--- src/rtl/alu_operand_fetch.sv ---
// Decode/operand-fetch stage feeding the 64-bit ALU: decodes RV64 ALU instructions to a
// 4-bit op and reads two operands from a 32x64 register file with write-back bypass.
// Latency: 1 cycle from accept to out_valid. Backpressure: single output register, no skid;
// in_ready = !out_valid | out_ready, so the packet is held bit-stable while stalled.
// Optional feature macro: ALU_IMM_OPS_EN (enables OP-IMM opcode 0010011 decode).
// Ports:
//   clk, rst                   clock, asynchronous active-high reset
//   in_valid/in_ready/in_instr instruction handshake and 32-bit instruction word
//   out_valid/out_ready        packet handshake toward the ALU
//   out_a/out_b/out_op/out_rd  registered packet: operands, 4-bit ALU op, destination index
//   wb_en/wb_rd/wb_data        ALU write-back port into the register file
//   illegal                    one-cycle pulse after accepting an undecodable instruction
module alu_operand_fetch #(
  parameter int XLEN  = 64,
  parameter int NREGS = 32
) (
  input  logic            clk,
  input  logic            rst,
  input  logic            in_valid,
  output logic            in_ready,
  input  logic [31:0]     in_instr,
  output logic            out_valid,
  input  logic            out_ready,
  output logic [XLEN-1:0] out_a,
  output logic [XLEN-1:0] out_b,
  output logic [3:0]      out_op,
  output logic [4:0]      out_rd,
  input  logic            wb_en,
  input  logic [4:0]      wb_rd,
  input  logic [XLEN-1:0] wb_data,
  output logic            illegal
);

  localparam logic [6:0] OPC_OP     = 7'b0110011;
  localparam logic [6:0] OPC_OP_IMM = 7'b0010011;

  logic [XLEN-1:0] rf_q [NREGS];

  logic            valid_q, valid_d;
  logic [XLEN-1:0] a_q, a_d;
  logic [XLEN-1:0] b_q, b_d;
  logic [3:0]      op_q, op_d;
  logic [4:0]      rd_q, rd_d;
  logic            illegal_q, illegal_d;

  logic [6:0]      opcode;
  logic [2:0]      funct3;
  logic [6:0]      funct7;
  logic [4:0]      rs1, rs2, rd;
  logic [XLEN-1:0] rs1_val, rs2_val;
  logic            dec_legal;
  logic [3:0]      dec_op;
  logic [XLEN-1:0] dec_b;
  logic            accept;

  assign opcode = in_instr[6:0];
  assign rd     = in_instr[11:7];
  assign funct3 = in_instr[14:12];
  assign rs1    = in_instr[19:15];
  assign rs2    = in_instr[24:20];
  assign funct7 = in_instr[31:25];

  assign in_ready = !valid_q || out_ready;
  assign accept   = in_valid && in_ready;

  // Operand read with same-cycle write-back bypass; x0 is hardwired to zero.
  always_comb begin
    rs1_val = rf_q[rs1];
    rs2_val = rf_q[rs2];
    if (wb_en && (wb_rd != 5'd0) && (wb_rd == rs1)) rs1_val = wb_data;
    if (wb_en && (wb_rd != 5'd0) && (wb_rd == rs2)) rs2_val = wb_data;
    if (rs1 == 5'd0) rs1_val = '0;
    if (rs2 == 5'd0) rs2_val = '0;
  end

  always_comb begin
    dec_legal = 1'b0;
    dec_op    = 4'd0;
    dec_b     = rs2_val;
    if (opcode == OPC_OP) begin
      dec_legal = 1'b1;
      case ({funct7, funct3})
        {7'h00, 3'b000}: dec_op = 4'd0;  // ADD
        {7'h20, 3'b000}: dec_op = 4'd1;  // SUB
        {7'h00, 3'b111}: dec_op = 4'd2;  // AND
        {7'h00, 3'b110}: dec_op = 4'd3;  // OR
        {7'h00, 3'b100}: dec_op = 4'd4;  // XOR
        {7'h00, 3'b101}: dec_op = 4'd5;  // SRL
        {7'h00, 3'b001}: dec_op = 4'd6;  // SLL
        {7'h20, 3'b101}: dec_op = 4'd7;  // SRA
        {7'h00, 3'b010}: dec_op = 4'd8;  // SLT
        {7'h00, 3'b011}: dec_op = 4'd9;  // SLTU
        default:         dec_legal = 1'b0;
      endcase
    end
`ifdef ALU_IMM_OPS_EN
    else if (opcode == OPC_OP_IMM) begin
      dec_legal = 1'b1;
      dec_b     = {{(XLEN-12){in_instr[31]}}, in_instr[31:20]};
      case (funct3)
        3'b000: dec_op = 4'd0;  // ADDI
        3'b100: dec_op = 4'd4;  // XORI
        3'b110: dec_op = 4'd3;  // ORI
        3'b111: dec_op = 4'd2;  // ANDI
        3'b010: dec_op = 4'd8;  // SLTI
        3'b011: dec_op = 4'd9;  // SLTIU
        3'b001: begin           // SLLI: shamt is zero-extended, funct6 must be 0
          dec_op    = 4'd6;
          dec_b     = {{(XLEN-6){1'b0}}, in_instr[25:20]};
          dec_legal = (in_instr[31:26] == 6'b000000);
        end
        default: begin          // 3'b101: SRLI / SRAI distinguished by funct6
          dec_b = {{(XLEN-6){1'b0}}, in_instr[25:20]};
          if (in_instr[31:26] == 6'b000000)      dec_op = 4'd5;
          else if (in_instr[31:26] == 6'b010000) dec_op = 4'd7;
          else                                   dec_legal = 1'b0;
        end
      endcase
    end
`endif
  end

  // An illegal accept still consumes the output slot, so out_valid only survives
  // when the ALU is stalling, which cannot coincide with an accept anyway.
  always_comb begin
    valid_d   = valid_q && !out_ready;
    a_d       = a_q;
    b_d       = b_q;
    op_d      = op_q;
    rd_d      = rd_q;
    illegal_d = 1'b0;
    if (accept) begin
      if (dec_legal) begin
        valid_d = 1'b1;
        a_d     = rs1_val;
        b_d     = dec_b;
        op_d    = dec_op;
        rd_d    = rd;
      end else begin
        illegal_d = 1'b1;
      end
    end
  end

  always_ff @(posedge clk or posedge rst) begin
    if (rst) begin
      valid_q   <= 1'b0;
      a_q       <= '0;
      b_q       <= '0;
      op_q      <= 4'd0;
      rd_q      <= 5'd0;
      illegal_q <= 1'b0;
      for (int i = 0; i < NREGS; i++) rf_q[i] <= '0;
    end else begin
      valid_q   <= valid_d;
      a_q       <= a_d;
      b_q       <= b_d;
      op_q      <= op_d;
      rd_q      <= rd_d;
      illegal_q <= illegal_d;
      if (wb_en && (wb_rd != 5'd0)) rf_q[wb_rd] <= wb_data;
    end
  end

  assign out_valid = valid_q;
  assign out_a     = a_q;
  assign out_b     = b_q;
  assign out_op    = op_q;
  assign out_rd    = rd_q;
  assign illegal   = illegal_q;

endmodule

--- config.mk ---
export PLATFORM = sky130hd
export DESIGN_NAME = alu_operand_fetch
export DESIGN_NICKNAME = d
export VERILOG_FILES = /design/src/rtl/alu_operand_fetch.sv
export SDC_FILE = /design/constraint.sdc
export NUM_CORES = 2
export LEC_CHECK = 0
export BUFFER_PORTS_ARGS = -buffer_cell sky130_fd_sc_hd__buf_2
export CORE_UTILIZATION = 60
export CTS_CLUSTER_DIAMETER = 40
export DETAILED_ROUTE_END_ITERATION = 6
export GPL_ROUTABILITY_DRIVEN = 0
export PLACE_DENSITY_LB_ADDON = 0.25
export SLEW_MARGIN = 20
export SYNTH_ARGS = -nofsm -noshare
export SYNTH_HDL_FRONTEND = slang
export SYNTH_SLANG_ARGS = --single-unit
--- constraint.sdc ---
create_clock -name clk -period 68.8 [get_ports clk]
set_input_delay 0 -clock clk [delete_from_list [all_inputs] [get_ports clk]]
set_output_delay 0 -clock clk [all_outputs]
set_load 0.01 [all_outputs]
==> results.toml <==
[min_path]
hold_path_class = "in2reg"

[sta]
slew_headroom = 0.149
grt_setup_unrepaired = "false"
worst_pin_slew_ps = 1280
fin_worst_skew_ps = 60.6
slew_violations = 0
period_needed_ps = 6290
hold_viol_final = 0
setup_slack_ps = 62510
finalSetupViolations = 0
min_period_over_period = 0.0914
fmax_mhz = 159
final.setup.tns_ps = 0

[clock_network]
clk_pin_slew_ps = 60
post-cts-setup-buffers = 0
clkLatencyLatePin_ps = 970
root_buffer = "clkbuf_16"
cts_tree = "built"
ctsLongestPathBuffers = 4
numCtsBuffers = 340
cts_sinks = 2187
h-tree-depth = 5

[synthesis]
ys_seq_elements = 2187
syn-cell-area_um2 = 114000
yosys.cell_types.count = 62
syn_nets = 8653
ys_seq_area_frac = 0.480
synth_edf_count = 0
ys.flop_type = "dfrtp_1"
synth.avg_cell_area_um2 = 13.3
postSynthCellCount = 8547
synthArstFlopShare = 1.00
yosysWarnings = 0

[setup_path]
required_ps = 69640
crit_arrival_ps = 7120
r2r_setup_slack_ps = 65110
cp-startpoint = "in_instr[17]"
critPathMaxFanout = 132
start_kind = "input port"
worst-r2r-cell-count = 8
crit_path_end_kind = "flip-flop"
r2r_end = "out_b[33]"
critPathCapture = "out_a[18]"
r2r_start = "out_valid"
crit_type = "in2reg"

[global_routing]
grt_util_all_layers = 0.403
grt_pass1_vias = 83500
antenna_found_initial = 14
grt_remaining_overflow = 0
grt_max_degree = 193
grt_first_pass_wirelength_mm = 568

[drt]
ant_nets = 0
wl_per_cell_um = 34.5
drc_errors = 50
drt_pass1_iterations = 7
wirelength_mm = 388
via_count = 82400
viasPerCell = 7.33
drtIter0Drc = 10300

[final_layout]
syn_to_final_growth_pct = 12.8
fill_cells = 13100
layout.nets = 8582
layout_common_cells = "dfrtp_1 (2187), mux2_2 (1938), mux2i_1 (939), mux4_2 (525), o22ai_1 (471)"
drive_gt1_frac = 0.402
regArea_um2 = 54700
multi_input_area_um2 = 55100
final_common_cell = "dfrtp_1"
final_cell_area_um2 = 128000

[place]
dp_hpwl_mm = 201
post-place-ws_ps = 62450
dpl_cell_area_um2 = 116000
numPortBuffers = 245

[power_and_ir_drop]
p_leak_nw = 58.1
ir_drop_mv = 0.0242
powerDensity_nw_per_um2 = 31.9
total_power_mw = 4.09

[flow_run]
cap_viol_max_count = 0

[floorplanning]
dieArea_um2 = 192000
fp.dieW_um = 438
ios = 246
chipHeight_um = 438
core_um2 = 188000
start_util = 0.605
fp-row-count = 159

[status]
violations = "DRC"
status = "complete, but fails checks"
[how the worst min path moves through the flow]
stage,startpoint,end,cells past startpoint
5_1_grt,wb_rd[0],rf_q[1084],4
6_report,wb_rd[0],rf_q[385],4
2_1_floorplan,in_instr[13],out_op[2],1
3_5_place_dp,in_instr[9],out_rd[2],3
3_3_place_gp,in_instr[8],out_rd[1],3
4_1_cts,wb_rd[0],rf_q[385],4
[cells by family (layout without fill, tap and decap cells)]
| logic type | after synthesis | after routing | share of synthesized area |
|---|---|---|---|
| DFF | 2187 | 2187 | 0.480 |
| AOI/OAI and AO/OA | 1024 | 1024 | 0.0594 |
| and+or+nand+nor | 966 | 966 | 0.0424 |
| muxes | 3402 | 3402 | 0.378 |
| other | 0 | 11 | 0 |
| xor gates and xnor gates | 12 | 12 | 0.000922 |
| buffers and inverters | 956 | 1147 | 0.0392 |
[state kept, by name (all words and copies together), names as in the netlist]
register	flops
out_valid	1
rf_q	2048
illegal	1
out_rd	5
out_a	64
out_b	64
out_op	4
[critical path, stage by stage]
cell and delay, ps:
dlygate4sd3_1 590, buf_12 630, buf_12 620, buf_12 710, buf_4 980, buf_4 800
buf_4 910, mux2i_1 170, a22o_1 270, a2111oi_0 430, nor3_1 100, o21ai_1 150
[what timing repair did]
action | CTS | global route
endpoints found under the hold margin | 2248 | 0
hold buffers | 119 | 0
gates resized for setup | 0 | 0
[per-stage QoR]
step / hold WS (ps) / std cells / utilization
after global routing: 69.0 / 11200 / 0.683
after CTS: 14.4 / 11200 / 0.682
final: 83.3 / 11200 / 0.683
after floorplan: 95.7 / 8547 / -
after global placement: 193 / 10500 / 0.614
after detailed placement: 208 / 10500 / 0.614
[synth_stat cells (74+ instances only)]
library cell | number | area (um2)
mux2_2 | 1938 | 21800
clkbuf_1 | 583 | 2190
nand3_1 | 252 | 1260
mux2i_1 | 939 | 9400
dfrtp_1 | 2187 | 54700
o22ai_1 | 471 | 2950
a22oi_1 | 142 | 1070
nor2_1 | 151 | 567
mux4_2 | 525 | 11800
nand2_1 | 238 | 893
buf_2 | 256 | 1280
o21ai_0 | 148 | 741
nor3_1 | 74 | 370
[per-layer routing]
metal  share of wire  vias up  GRT usage
li1                -    32300          -
met1            0.37    42900      0.520
met2            0.45     5635      0.612
met3            0.11     1529      0.108
met4           0.068       18      0.242
met5         0.00029        -          0
[layout make-up]
| cell class | count | share of cell area |
|---|---|---|
| clock buffer | 415 | 0.0726 |
| inverter | 9 | 0.000321 |
| clock inverter | 189 | 0.0173 |
| timing repair buffer | 534 | 0.0302 |
| tap | 2495 | 0.0243 |
| antenna | 11 | 0.000214 |
| sequential | 2187 | 0.426 |
| multi-input combinational | 5404 | 0.429 |
[power by group]
group	switching [mW]	internal [mW]	leakage, nW
sequential	0.182	1.52	28.3
combinational	0.279	0.367	24.3
clock	0.654	1.10	5.56
total	1.11	2.98	58.1
Power figures use the tool's default switching activity.
